`src/rtl/conv3x3_scanner.sv`:
```
// conv3x3_scanner: walks a 3x3 kernel across the image ROM (no padding,
// stride 1). For each output it accumulates nine pixel*coefficient products,
// one per cycle, then offers the sum downstream on a valid/ready handshake.
module conv3x3_scanner #(
    parameter int IMG_ROWS = 10,
    parameter int IMG_COLS = 12,
    parameter int K        = 3,
    parameter int DATA_W   = 4,
    parameter int ACC_W    = 12
) (
    input  logic                  clk,
    input  logic                  rst,
    input  logic                  start,
    input  logic [K*K*DATA_W-1:0] kernel_flat,
    output logic [3:0]            img_x,
    output logic [3:0]            img_y,
    input  logic [DATA_W-1:0]     pix_in,
    output logic [ACC_W-1:0]      result,
    output logic [2:0]            result_row,
    output logic [3:0]            result_col,
    output logic                  result_valid,
    input  logic                  result_ready,
    output logic                  busy,
    output logic                  done
);

    // Last output position and last kernel tap of one window.
    localparam logic [2:0] ROW_LAST = 3'(IMG_ROWS - K);
    localparam logic [3:0] COL_LAST = 4'(IMG_COLS - K);
    localparam logic [3:0] K_LAST   = 4'(K * K - 1);

    typedef enum logic [1:0] {
        S_IDLE,
        S_MAC,
        S_EMIT,
        S_DONE
    } state_t;

    state_t                  state_q, state_d;
    logic [2:0]              row_q, row_d;
    logic [3:0]              col_q, col_d;
    logic [3:0]              k_q, k_d;
    logic [ACC_W-1:0]        acc_q, acc_d;
    logic [K*K*DATA_W-1:0]   kern_q, kern_d;
    logic [ACC_W-1:0]        result_q, result_d;
    logic                    valid_q, valid_d;

    logic [1:0]              k_row, k_col;
    logic [DATA_W-1:0]       coef;
    logic [2*DATA_W-1:0]     prod;
    logic [ACC_W-1:0]        mac_sum;

    // Split the tap index into its kernel row (k/3) and column (k%3).
    always_comb begin
        k_row = 2'd2;
        k_col = 2'd2;
        case (k_q)
            4'd0: begin k_row = 2'd0; k_col = 2'd0; end
            4'd1: begin k_row = 2'd0; k_col = 2'd1; end
            4'd2: begin k_row = 2'd0; k_col = 2'd2; end
            4'd3: begin k_row = 2'd1; k_col = 2'd0; end
            4'd4: begin k_row = 2'd1; k_col = 2'd1; end
            4'd5: begin k_row = 2'd1; k_col = 2'd2; end
            4'd6: begin k_row = 2'd2; k_col = 2'd0; end
            4'd7: begin k_row = 2'd2; k_col = 2'd1; end
            default: begin k_row = 2'd2; k_col = 2'd2; end
        endcase
    end

    // Product is at most 15*15 = 225, zero-extended into the accumulator.
    assign coef    = kern_q[{k_q, 2'b00} +: DATA_W];
    assign prod    = pix_in * coef;
    assign mac_sum = acc_q + {{(ACC_W - 2*DATA_W){1'b0}}, prod};

    // ROM address comes from registered counters; parked at 0 outside MAC.
    assign img_x = (state_q == S_MAC) ? ({1'b0, row_q} + {2'b00, k_row}) : 4'd0;
    assign img_y = (state_q == S_MAC) ? (col_q + {2'b00, k_col}) : 4'd0;

    assign result       = result_q;
    assign result_row   = row_q;
    assign result_col   = col_q;
    assign result_valid = valid_q;
    assign busy         = (state_q != S_IDLE);
    assign done         = (state_q == S_DONE);

    // Next-state logic for the scan FSM and its datapath registers.
    always_comb begin
        // NOTE: every _d starts as its _q so no path leaves one unassigned (no latches).
        state_d  = state_q;
        row_d    = row_q;
        col_d    = col_q;
        k_d      = k_q;
        acc_d    = acc_q;
        kern_d   = kern_q;
        result_d = result_q;
        valid_d  = valid_q;
        case (state_q)
            S_IDLE: begin
                if (start) begin
                    kern_d  = kernel_flat;
                    acc_d   = '0;
                    row_d   = '0;
                    col_d   = '0;
                    k_d     = '0;
                    state_d = S_MAC;
                end
            end
            S_MAC: begin
                acc_d = mac_sum;
                if (k_q == K_LAST) begin
                    result_d = mac_sum;
                    valid_d  = 1'b1;
                    state_d  = S_EMIT;
                end else begin
                    k_d = k_q + 4'd1;
                end
            end
            S_EMIT: begin
                if (result_ready) begin
                    valid_d = 1'b0;
                    acc_d   = '0;
                    k_d     = '0;
                    if (row_q == ROW_LAST && col_q == COL_LAST) begin
                        state_d = S_DONE;
                    end else begin
                        if (col_q == COL_LAST) begin
                            col_d = '0;
                            row_d = row_q + 3'd1;
                        end else begin
                            col_d = col_q + 4'd1;
                        end
                        state_d = S_MAC;
                    end
                end
            end
            default: begin
                state_d = S_IDLE;
            end
        endcase
    end

    // State and datapath registers with synchronous reset.
    always_ff @(posedge clk) begin
        // NOTE: sequential state uses non-blocking assignments so all registers update together.
        if (rst) begin
            state_q  <= S_IDLE;
            row_q    <= '0;
            col_q    <= '0;
            k_q      <= '0;
            acc_q    <= '0;
            kern_q   <= '0;
            result_q <= '0;
            valid_q  <= 1'b0;
        end else begin
            state_q  <= state_d;
            row_q    <= row_d;
            col_q    <= col_d;
            k_q      <= k_d;
            acc_q    <= acc_d;
            kern_q   <= kern_d;
            result_q <= result_d;
            valid_q  <= valid_d;
        end
    end

endmodule
```
`config.mk`:
```
export PLATFORM = sky130hd
export DESIGN_NAME = conv3x3_scanner
export DESIGN_NICKNAME = d
export VERILOG_FILES = /design/src/rtl/conv3x3_scanner.sv
export SDC_FILE = /design/constraint.sdc
export NUM_CORES = 1
export LEC_CHECK = 0
export ABC_AREA = 1
export BUFFER_PORTS_ARGS = -buffer_cell sky130_fd_sc_hd__buf_4
export CAP_MARGIN = 30
export CORE_MARGIN = 10
export CORE_UTILIZATION = 45
export DETAILED_ROUTE_END_ITERATION = 12
export GPL_ROUTABILITY_DRIVEN = 1
export GPL_TIMING_DRIVEN = 0
export PLACE_DENSITY = 0.78
export REMOVE_ABC_BUFFERS = 1
export SYNTH_ARGS = -nofsm -noshare
export SYNTH_HDL_FRONTEND = slang
export SYNTH_SLANG_ARGS = --single-unit
```
`constraint.sdc`:
```
create_clock -name clk -period 4.5 [get_ports clk]
set_input_delay 0.9 -clock clk [delete_from_list [all_inputs] [get_ports clk]]
set_output_delay 0.9 -clock clk [all_outputs]
set_load 0.01 [all_outputs]
```
# Word-level counts from Yosys, hierarchy flattened
# Memory sizes are Yosys's and may differ from the RTL's. A register that Yosys moved wholly into a read port is not among the register bits.
# Index checks and enable logic that the tools add are counted.
op_classes:
  n_addsub: 6
  multipliers: 1
  div: 0
  n_lt_le_gt_ge: 0
  eq_ne: 12
  n_shift: 1
  muxes: 29
  bitwise_logic: 0
  n_reduce_logical: 14
ops:
  columns: ["operator", "n"]
  rows:
  - ["2-to-1 mux 4 bit", 9]
  - ["case mux 12 bit (3 select lines)", 1]
  - ["variable part select 36 x 7 -> 4 bit", 1]
  - ["2-to-1 mux 12 bit", 2]
  - ["2-to-1 mux 3 bit", 6]
  - ["adder 12 x 8 -> 12 bit", 1]
  - ["case mux 4 bit (3 select lines)", 1]
  - ["!= test 2 bit, second input constant", 5]
  - ["AND reduction 3 bit", 3]
  - ["adder 4 x 1 -> 4 bit, second input constant", 2]
  - ["equality test 4 bit, second input constant", 2]
  - ["multiplier 4 x 4 -> 8 bit", 1]
  - ["2-to-1 mux 2 bit", 4]
  - ["case mux 4 bit (2 select lines)", 1]
  - ["AND reduction 4 bit", 2]
  - ["case mux 2 bit (3 select lines)", 1]
  - ["case mux 3 bit (2 select lines)", 1]
  - ["nonzero test 2 bit", 3]
  - ["AND reduction 5 bit", 1]
  - ["adder 3 x 2 -> 4 bit", 1]
  - ["adder 4 x 2 -> 4 bit", 1]
  - ["equality test 2 bit, second input constant", 2]
  - ["AND reduction 2 bit", 2]
  - ["adder 3 x 1 -> 3 bit, second input constant", 1]
  - ["8 further kinds", 9]
word_totals:
  ff_bits: 74
  latch_bits: 0
  mem_bits_rw: 0
  rom_bits: 32
  input_bits: 44
  output_inout_bits: 30
  elab_cells: 72
  memories: 1
memory_table:
  columns: ["memory", "words", "width", "read_ports", "rd_clocked_by_memory_dff", "write_ports", "line", "source"]
  rows:
  - ["(no name shown)", 8, 4, 1, 1, 0, "57", "case (k_q)"]

# Logic depth before layout (Yosys ltp)
depth:
  word_depth: 5
  mapped_depth: 27
  depth_no_buf: 25

# Least setup slack after synthesis
# No wires, ideal clock.
synth_path:
  kind: "flip-flop to flip-flop"
  start: "register k_q[0]"
  end: "register result_q[6], in the netlist result[6]"
  setup_time_ns: 0.058
  t_arrival_ns: 3.798
  t_required_ns: 4.442
  path_slack_ns: 0.645
  path_stages_with_launch: 20
  path_buffers: 1
  synth_period_minus_slack_ns: 3.855
  cell_sequence: "dfxtp_1 > buf_2 > nor4_1 > nand2_1 > nand2_1 > nand2_1 > fa_1 > fa_1 > fa_1 > inv_1 > ha_1 > nand2_1 > nand2_1 > nand2_1 > nand2_1 > o21ai_0 > nand2_1 > nand2_1 > o211ai_1 > inv_1"
synth_via:
  elab_chain_len: 3
  word_cells_on_any_way: 5
  cone_classes: "1 x add/sub; 1 x mul; 1 x eq/ne; 1 x shift; 1 x reduce/logical"
synth_lines:
  columns: ["item", "line", "source"]
  rows:
  - ["start, declared", "42", "logic [3:0] k_q, k_d;"]
  - ["start signal, assigned", "158", "k_q <= k_d;"]
  - ["variable part select 36 x 7 -> 4 bit", "71", "assign coef = kern_q[{k_q, 2'b00} +: DATA_W];"]
  - ["multiplier 4 x 4 -> 8 bit", "72", "assign prod = pix_in * coef;"]
  - ["adder 12 x 8 -> 12 bit", "73", "assign mac_sum = acc_q + {{(ACC_W - 2*DATA_W){1'b0}}, prod};"]
  - ["end signal, assigned", "161", "result_q <= result_d;"]
  - ["end, declared", "45", "logic [ACC_W-1:0] result_q, result_d;"]
# Several ways; a longest one is shown, not always the timed one.
# A chain may end at the register's enable or synchronous reset.

# Worst setup path after layout
layout_path:
  start: "register k_q[2]"
  end: "register acc_q[6]"
layout_via:
  elab_chain_len: 4
layout_lines:
  columns: ["item", "line", "source"]
  rows:
  - ["variable part select 36 x 7 -> 4 bit", "71", null]
  - ["multiplier 4 x 4 -> 8 bit", "72", null]
  - ["adder 12 x 8 -> 12 bit", "73", null]
  - ["case mux 12 bit (3 select lines)", "97", "case (state_q)"]
  - ["end signal, assigned", "150", "acc_q <= '0;"]
  - ["end signal, assigned", "159", "acc_q <= acc_d;"]
  - ["end, declared", "43", "logic [ACC_W-1:0] acc_q, acc_d;"]
# No other way between the ends.

==> impl_metrics.csv <==
group,metric,value,unit
sta,period_needed,4.125,ns
detailed_routing,remaining_drc_errors,0,
detailed_routing,final_antenna_net_count,0,
die,initial_core_util,46.01,%
detailed_routing,vias,4146,
worst_setup_path,critPathMaxFanout,10,
clock_tree,path_clk_slew,0.09,ns
yosys,seq_area_frac_synth,34.72,%
global_routing,track_usage,15.00,%
clock_tree,cts_hold_buf,0,
sta,slew_viol_final,0,
worst_setup_path,rr_endpoint,"acc_q[6]",
yosys,synth_area_per_cell,6.961,sq um
clock_tree,cts-root-buf,"clkbuf_8",
worst_setup_path,worstPathCellList,"clkinv_2, o211ai_1, nand3_1, nand2_1, nand2_1, fa_1, fa_1, fa_1, inv_1, ha_1, nand2_1, nand2_1, nand2_1, nand2_1, o21ai_0, nand3_1, a21oi_1",
hold_path,min_path_type,"flop to flop",
yosys,async_flop_share,0,%
place,portBuffers,73,
worst_setup_path,setup.worst_path.end_class,"flop",
die,io_pins,74,
sta,rsz0062_at_grt,"false",
pwr,total_power,2.167,mW
yosys,ys_types,35,
detailed_routing,drt-initial-drc-count,160,
worst_setup_path,critical_path_arrival,4.42,ns
place,hpwlAfterDp,8.174,mm
global_routing,overflow,0,
detailed_routing,drt_first_pass_iters,4,
clock_tree,cts_resized,2,
global_routing,grt_max_degree,46,
yosys,ys.flop_type,"dfxtp_1",
finish,syn2layout_area_growth,19.76,%
worst_setup_path,crit_path_frequent_cell,"nand2_1",
detailed_routing,detail_route.vias_per_cell,4.907,
yosys,synth-edff-count,0,
global_routing,grt_pass1_vias,4136,
sta,fin_skew,0.01165,ns
detailed_routing,wl,10.76,mm
sta,setup_viol,0,
pwr,power_density,402.4,nW/um^2
job,drv_cap,0,
finish,num_antenna_cells,0,
pwr,p_leak,2.569,nW
sta,tightest_slew,1.003,ns
clock_tree,h-tree-depth,3,
global_routing,antenna_found_initial,0,
worst_setup_path,rr_worst_depth,17,
worst_setup_path,cp-startpoint,"k_q[2]",
finish,drive_gt1_share,15.31,%
yosys,netlist_instances,646,
yosys,synth.cell_area,4497,sq um
detailed_routing,post_drt_wl_per_cell,12.74,microns
yosys,yosysWarnings,0,
clock_tree,cts-buffers-inserted,9,
sta,tns,0,ns
worst_setup_path,slowest_stage,"dfxtp_1",
yosys,postSynthRegisterBits,78,
finish,nets,793,
die,dieArea,14390,sq um
place,place_congestion,0.9143,
global_routing,grt_pass1_wl,18.36,mm
sta,min_period_over_period,91.67,%
worst_setup_path,cp.required,4.79,ns
pwr,vdd_ir_drop_max,0.2101,mV
clock_tree,cts_tree,"built",
status,status,"completed",
finish,most-common-layout-cells,"nor2_1, nand2_1, dfxtp_1, inv_1, buf_4",
clock_tree,clock-sinks,78,
worst_setup_path,critical_path.startpoint_type,"flop",
sta,holdWs,0.4718,ns
clock_tree,clkLatencyLatePin,0.37,ns
clock_tree,cts_buffer_depth,2,
finish,mostFrequentLayoutCell,"nor2_1",
sta,relSlewSlack,32.99,%
die,die_w,120.0,microns
worst_setup_path,crit_end,"acc_q[6]",
sta,timing.fmax,0.2424,GHz
die,rows,36,
clock_tree,cts_setup_buffers,0,
die,die_h,120.0,microns
worst_setup_path,r2r_setup_slack,0.38,ns
worst_setup_path,crit_type,"flop to flop",
sta,hold_viol_final,0,
die,coreArea,9774,sq um
worst_setup_path,slowest_delay,0.61,ns
worst_setup_path,r2r_start,"k_q[2]",
-- worst max-delay path: cells and delay by family (launching register included) --
kind                       cells  cell delay, ns
adders and majority gates      4            1.91
and+or+nand+nor                8            0.74
DFF                            1            0.61
AOI/OAI and AO/OA              3            0.52
buffers and inverters          2            0.27
-- power by group --
| group | total, mW | switching [mW] | leakage [nW] | internal [mW] |
|---|---|---|---|---|
| combinational | 0.678 | 0.425 | 1.80 | 0.253 |
| sequential | 0.823 | 0.0594 | 0.640 | 0.763 |
| clock | 0.666 | 0.289 | 0.126 | 0.377 |
-- per-layer routing --
metal	routed length [microns]	vias to the layer above	track usage, %
met4	197	0	4.676
li1	-	2170	-
met5	0	-	0
met3	630	17	4.313
met1	4543	1856	16.75
met2	5393	103	26.89
-- cells by family after synthesis --
kind of cell	after synthesis	synth area share, %
compound gates	113	13.74
flops	78	34.72
xor+xnor	5	0.9738
simple gates	301	27.49
fa+ha+maj	42	13.52
buf+inv	107	9.544
-- worst min path at each step --
stage	start	end	slack, ns	cells past startpoint
final	acc_q[3]	acc_q[3]	0.47	2
after CTS	acc_q[3]	acc_q[3]	0.47	2
after global routing	acc_q[3]	acc_q[3]	0.49	2
after floorplan	acc_q[3]	acc_q[3]	0.43	2
after global placement	acc_q[0]	acc_q[0]	0.45	2
after detailed placement	acc_q[3]	acc_q[3]	0.46	2
-- per-stage QoR --
step / worst slack [ns] / std cells / util (%) / instance area (sq um)
6_report: 0.3750 / 845 / 55.09 / 5385
4_1_cts: 0.07104 / 845 / 54.94 / 5370
5_1_grt: 0.005043 / 845 / 55.09 / 5385
2_1_floorplan: 0.2988 / 622 / - / 4382
3_3_place_gp: -0.4127 / 828 / 52.14 / 5096
3_5_place_dp: -0.4262 / 829 / 52.34 / 5116
-- cells in the mapped netlist, drive strengths merged (10+ instances only) --
| library cell | n | share of area [%] |
|---|---|---|
| fa | 11 | 4.9 |
| nand3 | 25 | 2.8 |
| nand2 | 102 | 8.5 |
| inv | 78 | 6.5 |
| clkbuf | 12 | 1.0 |
| a21oi | 26 | 2.9 |
| nor2 | 158 | 14 |
| o211ai | 10 | 1.7 |
| ha | 31 | 8.6 |
| buf | 12 | 1.6 |
| o21ai | 68 | 7.7 |
| dfxtp | 78 | 35 |
-- state kept, by name, summed over array words and instances (netlist names), named ones only --
signal / flops
kern_q: 36
acc_q: 12
result: 12
state_q: 2
k_q: 4
result_row: 3
result_col: 4
result_valid: 1
-- layout make-up --
class	count	area, sq um
well taps	133	166.4
repair buffers	74	568.0
inverters	83	316.6
multi-input cells	461	2512
flip-flops and latches	78	1570
clock inverters	7	127.6
fillers	933	4389
clock buffers	9	123.9
(Power assumes the default switching activity.)
